$ cat src/rtl/lsu_pkg.sv
// Shared types for the load/store unit: FSM states, access width codes and the queued request payload.
package lsu_pkg;

  localparam int unsigned ADDR_W = 16;
  localparam int unsigned DATA_W = 16;
  localparam int unsigned BYTE_W = 8;

  typedef enum logic [1:0] {
    ST_IDLE = 2'd0,
    ST_LO   = 2'd1,
    ST_HI   = 2'd2,
    ST_WB   = 2'd3
  } lsu_state_e;

  localparam logic LSU_BYTE = 1'b0;
  localparam logic LSU_WORD = 1'b1;

  typedef struct packed {
    logic              st;
    logic              width;
    logic [ADDR_W-1:0] addr;
    logic [DATA_W-1:0] data;
  } lsu_req_t;

endpackage

$ cat src/rtl/lsu_req_fifo.sv
// In-order request queue; also reports whether any queued entry will be a store after this edge.
module lsu_req_fifo
  import lsu_pkg::*;
#(
  parameter int unsigned DEPTH = 2,
  parameter int unsigned TAG_W = 2
) (
  input  logic             clk,
  input  logic             a_rst,
  input  logic             push,
  input  lsu_req_t         push_req,
  input  logic [TAG_W-1:0] push_tag,
  input  logic             pop,
  output lsu_req_t         head_req_c,
  output logic [TAG_W-1:0] head_tag_c,
  output logic             full,
  output logic             empty,
  output logic             st_any_nxt_c
);

  localparam int unsigned PTR_W = (DEPTH > 1) ? $clog2(DEPTH) : 1;
  localparam int unsigned CNT_W = $clog2(DEPTH + 1);

  lsu_req_t         mem_q [DEPTH];
  lsu_req_t         mem_d [DEPTH];
  logic [TAG_W-1:0] tag_q [DEPTH];
  logic [TAG_W-1:0] tag_d [DEPTH];
  logic [DEPTH-1:0] vld_q, vld_d;
  logic [PTR_W-1:0] wptr_q, wptr_d, rptr_q, rptr_d;
  logic [CNT_W-1:0] cnt_q, cnt_d;
  logic             full_q, full_d, empty_q, empty_d;
  logic             do_push, do_pop;

  assign head_req_c = mem_q[rptr_q];
  assign head_tag_c = tag_q[rptr_q];
  assign full       = full_q;
  assign empty      = empty_q;

  always_comb begin
    mem_d        = mem_q;
    tag_d        = tag_q;
    vld_d        = vld_q;
    wptr_d       = wptr_q;
    rptr_d       = rptr_q;
    st_any_nxt_c = 1'b0;
    do_push      = push & ~full_q;
    do_pop       = pop & ~empty_q;
    if (do_pop) begin
      vld_d[rptr_q] = 1'b0;
      rptr_d        = rptr_q + PTR_W'(1);
    end
    if (do_push) begin
      mem_d[wptr_q] = push_req;
      tag_d[wptr_q] = push_tag;
      vld_d[wptr_q] = 1'b1;
      wptr_d        = wptr_q + PTR_W'(1);
    end
    cnt_d   = cnt_q + CNT_W'(do_push) - CNT_W'(do_pop);
    full_d  = (cnt_d == CNT_W'(DEPTH));
    empty_d = (cnt_d == '0);
    for (int unsigned i = 0; i < DEPTH; i++) begin
      st_any_nxt_c = st_any_nxt_c | (vld_d[i] & mem_d[i].st);
    end
  end

  always_ff @(posedge clk or posedge a_rst) begin
    if (a_rst) begin
      for (int unsigned i = 0; i < DEPTH; i++) begin
        mem_q[i] <= '0;
        tag_q[i] <= '0;
      end
      vld_q   <= '0;
      wptr_q  <= '0;
      rptr_q  <= '0;
      cnt_q   <= '0;
      full_q  <= 1'b0;
      empty_q <= 1'b1;
    end else begin
      mem_q   <= mem_d;
      tag_q   <= tag_d;
      vld_q   <= vld_d;
      wptr_q  <= wptr_d;
      rptr_q  <= rptr_d;
      cnt_q   <= cnt_d;
      full_q  <= full_d;
      empty_q <= empty_d;
    end
  end

endmodule

$ cat src/rtl/lsu.sv
// Load/store unit: queues issued memory ops and runs them in order over a byte-wide bus.
// Bus outputs are registered from the next state so a new bus cycle starts on the pop edge.
module lsu
  import lsu_pkg::*;
#(
  parameter int unsigned DEPTH = 2,
  parameter int unsigned TAG_W = 2
) (
  input  logic             clk,
  input  logic             a_rst,
  input  logic             iss_valid,
  input  logic             iss_ld,
  input  logic             iss_st,
  input  logic             iss_width,
  input  logic [15:0]      iss_addr,
  input  logic [15:0]      iss_data,
  input  logic [TAG_W-1:0] iss_tag,
  output logic             iss_ready,
  output logic [15:0]      mem_addr,
  output logic             mem_rd,
  output logic             mem_wr,
  output logic [7:0]       mem_wdata,
  input  logic [7:0]       mem_rdata,
  input  logic             mem_ready,
  output logic [15:0]      lsu_data,
  output logic             lsu_wb,
  output logic [TAG_W-1:0] lsu_tag,
  output logic             lsu_st_pending
);

  lsu_state_e       state_q, state_d;
  lsu_req_t         wk_q, wk_d;
  logic [TAG_W-1:0] wk_tag_q, wk_tag_d;
  logic [BYTE_W-1:0] lo_q, lo_d;
  logic [ADDR_W-1:0] mem_addr_q, mem_addr_d;
  logic [BYTE_W-1:0] mem_wdata_q, mem_wdata_d;
  logic             mem_rd_q, mem_rd_d, mem_wr_q, mem_wr_d;
  logic [DATA_W-1:0] lsu_data_q, lsu_data_d;
  logic [TAG_W-1:0] lsu_tag_q, lsu_tag_d;
  logic             lsu_wb_q, lsu_wb_d;
  logic             st_pend_q, st_pend_d;

  logic             fifo_push, fifo_pop, fifo_full, fifo_empty, fifo_st_any;
  lsu_req_t         iss_req, head_req;
  logic [TAG_W-1:0] head_tag;
  logic             start;

  // Simultaneous ld and st is treated as a load.
  assign iss_req   = '{st: iss_st & ~iss_ld, width: iss_width, addr: iss_addr, data: iss_data};
  assign fifo_push = iss_valid & ~fifo_full;

  lsu_req_fifo #(.DEPTH(DEPTH), .TAG_W(TAG_W)) u_fifo (
    .clk          (clk),
    .a_rst        (a_rst),
    .push         (fifo_push),
    .push_req     (iss_req),
    .push_tag     (iss_tag),
    .pop          (fifo_pop),
    .head_req_c   (head_req),
    .head_tag_c   (head_tag),
    .full         (fifo_full),
    .empty        (fifo_empty),
    .st_any_nxt_c (fifo_st_any)
  );

  always_comb begin
    state_d     = state_q;
    wk_d        = wk_q;
    wk_tag_d    = wk_tag_q;
    lo_d        = lo_q;
    mem_addr_d  = mem_addr_q;
    mem_wdata_d = mem_wdata_q;
    mem_rd_d    = 1'b0;
    mem_wr_d    = 1'b0;
    lsu_wb_d    = 1'b0;
    lsu_data_d  = lsu_data_q;
    lsu_tag_d   = lsu_tag_q;
    fifo_pop    = 1'b0;
    start       = 1'b0;
    unique case (state_q)
      ST_IDLE: start = ~fifo_empty;
      ST_LO: begin
        if (mem_ready) begin
          if (wk_q.width == LSU_WORD) begin
            state_d     = ST_HI;
            mem_addr_d  = wk_q.addr + ADDR_W'(1);
            mem_wdata_d = wk_q.data[15:8];
            mem_rd_d    = ~wk_q.st;
            mem_wr_d    = wk_q.st;
            lo_d        = mem_rdata;
          end else if (!wk_q.st) begin
            state_d    = ST_WB;
            lsu_wb_d   = 1'b1;
            lsu_data_d = {8'h00, mem_rdata};
            lsu_tag_d  = wk_tag_q;
          end else begin
            state_d = ST_IDLE;
          end
        end else begin
          mem_rd_d = mem_rd_q;
          mem_wr_d = mem_wr_q;
        end
      end
      ST_HI: begin
        if (mem_ready) begin
          if (!wk_q.st) begin
            state_d    = ST_WB;
            lsu_wb_d   = 1'b1;
            lsu_data_d = {mem_rdata, lo_q};
            lsu_tag_d  = wk_tag_q;
          end else begin
            state_d = ST_IDLE;
          end
        end else begin
          mem_rd_d = mem_rd_q;
          mem_wr_d = mem_wr_q;
        end
      end
      ST_WB: begin
        start   = ~fifo_empty;
        state_d = ST_IDLE;
      end
      default: state_d = ST_IDLE;
    endcase
    // Pop the head and launch its low-byte bus cycle on this edge.
    if (start) begin
      fifo_pop    = 1'b1;
      wk_d        = head_req;
      wk_tag_d    = head_tag;
      state_d     = ST_LO;
      mem_addr_d  = head_req.addr;
      mem_wdata_d = head_req.data[7:0];
      mem_rd_d    = ~head_req.st;
      mem_wr_d    = head_req.st;
    end
  end

  always_comb begin
    st_pend_d = fifo_st_any | (((state_d == ST_LO) || (state_d == ST_HI)) && wk_d.st);
  end

  always_ff @(posedge clk or posedge a_rst) begin
    if (a_rst) begin
      state_q     <= ST_IDLE;
      wk_q        <= '0;
      wk_tag_q    <= '0;
      lo_q        <= '0;
      mem_addr_q  <= '0;
      mem_wdata_q <= '0;
      mem_rd_q    <= 1'b0;
      mem_wr_q    <= 1'b0;
      lsu_wb_q    <= 1'b0;
      lsu_data_q  <= '0;
      lsu_tag_q   <= '0;
      st_pend_q   <= 1'b0;
    end else begin
      state_q     <= state_d;
      wk_q        <= wk_d;
      wk_tag_q    <= wk_tag_d;
      lo_q        <= lo_d;
      mem_addr_q  <= mem_addr_d;
      mem_wdata_q <= mem_wdata_d;
      mem_rd_q    <= mem_rd_d;
      mem_wr_q    <= mem_wr_d;
      lsu_wb_q    <= lsu_wb_d;
      lsu_data_q  <= lsu_data_d;
      lsu_tag_q   <= lsu_tag_d;
      st_pend_q   <= st_pend_d;
    end
  end

  assign iss_ready      = ~fifo_full;
  assign mem_addr       = mem_addr_q;
  assign mem_wdata      = mem_wdata_q;
  assign mem_rd         = mem_rd_q;
  assign mem_wr         = mem_wr_q;
  assign lsu_wb         = lsu_wb_q;
  assign lsu_data       = lsu_data_q;
  assign lsu_tag        = lsu_tag_q;
  assign lsu_st_pending = st_pend_q;

endmodule

$ cat config.mk
export PLATFORM = sky130hd
export DESIGN_NAME = lsu
export DESIGN_NICKNAME = d
export VERILOG_FILES = /design/src/rtl/lsu_pkg.sv /design/src/rtl/lsu_req_fifo.sv /design/src/rtl/lsu.sv
export SDC_FILE = /design/constraint.sdc
export NUM_CORES = 1
export LEC_CHECK = 0
export ABC_AREA = 0
export CAP_MARGIN = 0
export CORE_MARGIN = 10
export CORE_UTILIZATION = 37
export CTS_BUF_LIST = sky130_fd_sc_hd__clkbuf_4 sky130_fd_sc_hd__clkbuf_8
export CTS_CLUSTER_SIZE = 16
export DETAILED_ROUTE_END_ITERATION = 10
export MAX_ROUTING_LAYER = met4
export PLACE_DENSITY = 0.65
export SETUP_SLACK_MARGIN = 0.05
export SLEW_MARGIN = 40
export SYNTH_ARGS = -nofsm -noshare
export SYNTH_HDL_FRONTEND = slang
export SYNTH_HIERARCHICAL = 1
export SYNTH_SLANG_ARGS = --single-unit
$ cat constraint.sdc
create_clock -name clk -period 3.7 [get_ports clk]
set_clock_uncertainty 0.05 [all_clocks]
set_input_delay 0.74 -clock clk [delete_from_list [all_inputs] [get_ports clk]]
set_output_delay 0.74 -clock clk [all_outputs]
set_load 0.005 [all_outputs]
======== Word level (Yosys, flattened, before mapping) ========
Cells that the tools add are included.
operators by class
  equal/unequal tests ..................... 13
  reductions and logical operators ........ 17
  order comparisons ....................... 7
  multiplexer cells ....................... 61
  $add $sub $neg .......................... 5
  bitwise logic cells ..................... 18
operators with widths
  operator                                                                number
  34-bit 2-to-1 mux                                                       5
  16-bit 2-to-1 mux                                                       9
  68-bit bitwise mux                                                      1
  68-bit 2-to-1 mux                                                       1
  34-bit demux with 1-bit select                                          1
  8-bit 2-to-1 mux                                                        4
  16-bit case mux with 2 select lines                                     1
  2-bit 2-to-1 mux                                                        15
  16-bit by 1-bit adder with 16-bit output (second input constant)        1
  1-bit 2-to-1 mux                                                        15
  2-bit != test (second input constant)                                   5
  2-bit equality test (second input constant)                             4
  2-bit nonzero test                                                      4
  1-bit AND                                                               6
  3-bit != test (second input constant)                                   2
  1-bit case mux with 2 select lines                                      3
  2-bit case mux with 3 select lines                                      1
  3-bit AND reduction                                                     2
  6-bit AND reduction                                                     1
  1-bit inverter                                                          5
  4-bit bitwise mux                                                       1
  2-bit by 1-bit equality test with 1-bit output (second input constant)  2
  2-bit greater-or-equal comparator (second input constant)               2
  1-bit logical AND                                                       4
  19 further kinds                                                        26
storage, ports and cells
  flip-flop bits (word level) ............. 172
  output and inout bits ................... 47

======== Depth between registers and ports, before layout ========
  depth in word-level cells ............... 12
  depth in mapped cells ................... 13
  mapped depth without buffers ............ 10

======== By module ========
The synthesis kept the hierarchy.
by module, submodules not included
  module        area each (um^2)  times used  cells an instance  sequential area each (um^2)
  lsu           3812.4            1           417                2102.0
  lsu_req_fifo  3504.6            1           223                2003.2

======== Least setup slack after synthesis ========
Ideal clock, no wire load.
  path kind ............................... reg-to-reg
  start point ............................. register state_q[0]
  end point ............................... register u_fifo.full_q, in the netlist u_fifo/full
  buffers on the path ..................... 3
  data required time ...................... 3530 ps
  setup time .............................. 120 ps
  cell stages (with the launch flop) ...... 14
  arrival time ............................ 2640 ps
  setup slack ............................. 890 ps
  cell sequence ........................... dfrtp_1 -> inv_1 -> ha_1 -> or2_1 -> buf_2 -> clkinv_1 -> buf_2 -> buf_2 -> nand2b_1 -> xnor2_1 -> ha_1 -> xnor2_1 -> or3_1 -> and3b_1
on the way
  cells in the longest elaborated chain, start to end .. 7
ends and longest elaborated chain
  element                                                 RTL line            RTL
  from (decl)                                             lsu.sv:31           lsu_state_e state_q, state_d;
  from (signal assigned)                                  lsu.sv:157          state_q <= state_d;
  2-bit equality test or 2-bit zero test (tied branches)  lsu.sv:80           unique case (state_q)
  2-bit OR reduction (no line) (*)                        --
  1-bit 2-to-1 mux (*)                                    --
  1-bit 2-to-1 mux (*)                                    lsu.sv:126          if (start) begin
  named net fifo_pop                                      lsu.sv:43           logic fifo_push, fifo_pop, fifo_full, fifo_empty, fifo_st_any;
  1-bit AND (*)                                           lsu_req_fifo.sv:47  do_pop = pop & ~empty_q;
  2-bit by 1-bit subtractor with 2-bit output (*)         lsu_req_fifo.sv:58  cnt_d = cnt_q + CNT_W'(do_push) - CNT_W'(do_pop);
  2-bit equality test (*)                                 lsu_req_fifo.sv:59  full_d = (cnt_d == CNT_W'(DEPTH));
  named net u_fifo.full_d                                 lsu_req_fifo.sv:31  logic full_q, full_d, empty_q, empty_d;
  to (signal assigned)                                    lsu_req_fifo.sv:85  full_q <= full_d;
  to (decl)                                               lsu_req_fifo.sv:31
Mark *: on every way through the listed nets, which the timed path passes. The rest lies on a longest branch.
A chain may end at the register's enable or synchronous reset.

======== Worst setup path in the final report ========
  start point ............................. register state_q[0]
  end point ............................... register u_fifo.full_q, in the netlist u_fifo/full
on the way
  cells in the longest elaborated chain, start to end .. 7
ends and longest elaborated chain
  element                                                 RTL line
  2-bit equality test or 2-bit zero test (tied branches)  lsu.sv:80
  2-bit OR reduction (no line) (*)                        --
  1-bit 2-to-1 mux (*)                                    --
  1-bit 2-to-1 mux (*)                                    lsu.sv:126
  1-bit AND (*)                                           lsu_req_fifo.sv:47
  2-bit by 1-bit subtractor with 2-bit output (*)         lsu_req_fifo.sv:58
  2-bit equality test (*)                                 lsu_req_fifo.sv:59
  named net u_fifo.full_d                                 lsu_req_fifo.sv:31
Marked as above.

==> results.yml <==
outcome:
  result_of_the_run: "finished clean"
cts:
  postCtsResizedCells: 0
  cts.clk_slew.worst_paths_ns: 0.08
  clockBufferDepth: 2
  tritoncts: "yes"
  root_buffer: "clkbuf_8"
  post-cts-setup-buffer-count: 0
  cts_sinks: 164
  insertion_delay_ns: 0.44
  cts_made_buffers: 17
  hold_buffers: 0
  htree_num_levels: 4
detailed_routing:
  maxUsedRoutingLayer: "met4"
  firstDrtPassIters: 6
  wl_per_cell_um: 16.3
  via_per_inst: 4.79
  drcViolationCount: 0
  met3_layer_wire_length_in_the_routed_design_um: 640
  totalWireLength_um: 16600
  drt_first_iter_violations: 246
  routed-via-count: 4859
  wl_met2_um: 7750
  drtAntennaViolNets: 0
  met1_length_um: 7990
die:
  dieHeight_um: 161
  design.core.area_um2: 19500
  initial_utilization_pct: 37.6
  i_o_pins: 96
  die_width_um: 161
  placement_rows: 51
  die-area_um2: 25800
logic_synthesis:
  synth_simple_gate_area_share_pct: 12.5
  post_synth.cell_area_avg_um2: 11.4
  synth-compound-area-share_pct: 6.22
  synthMostInstantiatedCell: "dfrtp_1"
  synth_cell_types: 51
  synthCells: 640
  synth.net_count: 695
  synth_enable_flop_cells: 0
  synth.area.mux_share_pct: 18.2
  synth_top_family_by_area: "multiplexers"
  yosys.area_share.xor_xnor_pct: 2.03
  adder_cell_area_share_of_the_yosys_netlist_pct: 1.03
  synth-async-reset-ratio_pct: 100
  synth_seq_area_share_pct: 56.1
  synth_warn: 6
  ys.flop_type: "dfrtp_1"
  synthDominantAreaCellType: "dfrtp_1"
  netlist.area_leader.share_pct: 55.7
  ys_seq_elements: 164
  synth_top_cells_by_area: "dfrtp_1 56%, mux2_2 16%, nand2_1 6.5%, nand3_1 1.6%, nor2_1 1.5%"
  synthTopCellsByCount: "163 x dfrtp_1, 126 x nand2_1, 106 x mux2_2, 29 x nor2_1, 23 x nand3_1"
  syn_area_um2: 7320
finish:
  fill_cell_total_of_the_finished_layout: 1838
  area_of_the_multi_input_gates_um2: 2930
  share_of_final_layout_standard_cells_stronger_than_drive_strength_1_pct: 22.4
  area_growth_syn_to_fin_pct: 22.8
  layout.area.seq_um2: 4110
  final_net_count: 789
  finalCoreUtilization_pct: 46.2
flow_run:
  cap_viol_max_count: 0
critical_path:
  criticalPathCategory: "flop to flop"
  worst_setup_path_end_kind: "flop"
  cp_data_required_time_ns: 3.98
  timing.critical_path.arrival_ns: 3.01
  cp_max_fo: 11
  worst_setup_path_start_kind: "flop"
timing:
  fin_tns_setup_ns: 0
  timing.slew.headroom_pct: 55.1
  max_slew.worst_pin.slew_ns: 0.673
  rsz_0062_raised_after_global_routing: "false"
  final_hold_viol_count: 0
  min_period_over_period_pct: 73.7
  fmax_mhz: 367
  setup_viol: 0
  maxSlewViolCount: 0
  final_period_minus_worst_setup_slack_ns: 2.73
power:
  total_power_mw: 8.13
  leakagePower_nw: 3.87
  max-vdd-ir-drop_mv: 0.350
  p_per_area_nw_per_um2: 904
place:
  gp_congestion: 0.756
  place.port_buffers: 95
  hpwl_um: 11300
global_routing:
  number_of_global_route_vias_before_repair: 5141
  grt_pass1_wl_um: 27500
  number_of_antenna_violations_at_the_first_check_in_global_routing: 1
  grt.overflow.total: 0
  grt_start_max_net_pins: 54
  overall_routing_resource_usage_pct: 13.6
worst_hold_path:
  hold_class: "flop to flop"
[report_power, final]
part / switching (mW) / internal, mW / total, mW
registers: 0.603 / 2.71 / 3.31
logic: 1.57 / 1.79 / 3.37
clock network: 0.629 / 0.819 / 1.45
[final timing paths]
check | start | end | slack (ns) | cells past startpoint
setup / recovery | state_q[0] | u_fifo/full | 0.97 | 10
hold / removal | lo_q[7] | lo_q[7] | 0.43 | 2
setup reg to reg | state_q[0] | u_fifo/full | 0.97 | 10
hold reg to reg | lo_q[7] | lo_q[7] | 0.43 | 2
max in group asynchronous | a_rst | mem_wdata[0] | 2.20 | 3
min in group asynchronous | a_rst | u_fifo/mem_q[55] | 0.68 | 2
[state kept, by name, summed over array words and instances, names as in the netlist, 2 cells and up]
register,count
u_fifo/mem_q,68
wk_q,26
lsu_data,16
mem_addr,16
lo_q,8
mem_wdata,8
u_fifo/tag_q,4
lsu_tag,2
state_q,2
u_fifo/cnt_q,2
u_fifo/vld_q,2
wk_tag_q,2
[layer usage]
metal | global-route usage [%] | vias to the layer above
met3 | 3.58 | 11
li1 | - | 2360
met4 | 4.22 | 0
met2 | 20.6 | 78
met5 | - | -
met1 | 17.5 | 2410
[final cells by class]
| class | count | share of cell area [%] |
|---|---|---|
| Sequential cell | 164 | 45.7 |
| Multi-Input combinational cell | 421 | 32.6 |
| Timing Repair Buffer | 108 | 11.9 |
| Tap cell | 265 | 3.69 |
| Clock buffer | 24 | 3.40 |
| Clock inverter | 8 | 1.64 |
| Inverter | 22 | 0.947 |
| Antenna cell | 2 | 0.0557 |
[layout by cell type (no fill, tap or decap), types with 3 or more instances in the layout]
cell	n
nand2_1	126
buf_4	11
clkbuf_4	4
a31oi_1	8
xor2_1	6
mux2_2	106
xnor2_1	11
clkinv_2	3
o21ai_1	15
inv_1	19
o21ai_0	13
nand3_1	23
ha_1	6
a21oi_1	15
clkinvlp_4	3
clkdlybuf4s50_1	95
nor2b_1	4
bufinv_16	4
mux2i_1	10
nor3_1	3
clkbuf_8	20
nand4_1	4
o211ai_1	6
nor2_1	29
dfrtp_1	162
[critical path: stages (launching register included)]
cell and delay, ns:
dfrtp_1 0.39, inv_1 0.09, ha_1 0.30, or2_2 0.31, clkinv_1 0.19, nand2b_1 0.21, xnor2_1 0.18, ha_1 0.21
xnor2_1 0.13, or3_1 0.35, and3b_1 0.21
[logic make-up after synthesis]
family | Yosys count
AND/OR/NAND/NOR | 208
flip-flops | 164
multiplexers | 119
AO/OA/AOI/OAI | 71
buffers and inverters | 55
XOR/XNOR | 17
adder cells (fa/ha/maj) | 6
[stage by stage]
step           cells  cell area, µm²  worst slack [ns]  hold slack (ns)
2_1_floorplan    640            7320             0.745            0.392
3_3_place_gp     980            8530             0.878            0.408
3_5_place_dp     980            8530             0.842            0.413
4_1_cts         1012            8980             0.966            0.433
5_1_grt         1013            8980             0.806            0.456
6_report        1014            8990             0.972            0.429
Note: power is estimated with default switching activity, not from simulation.
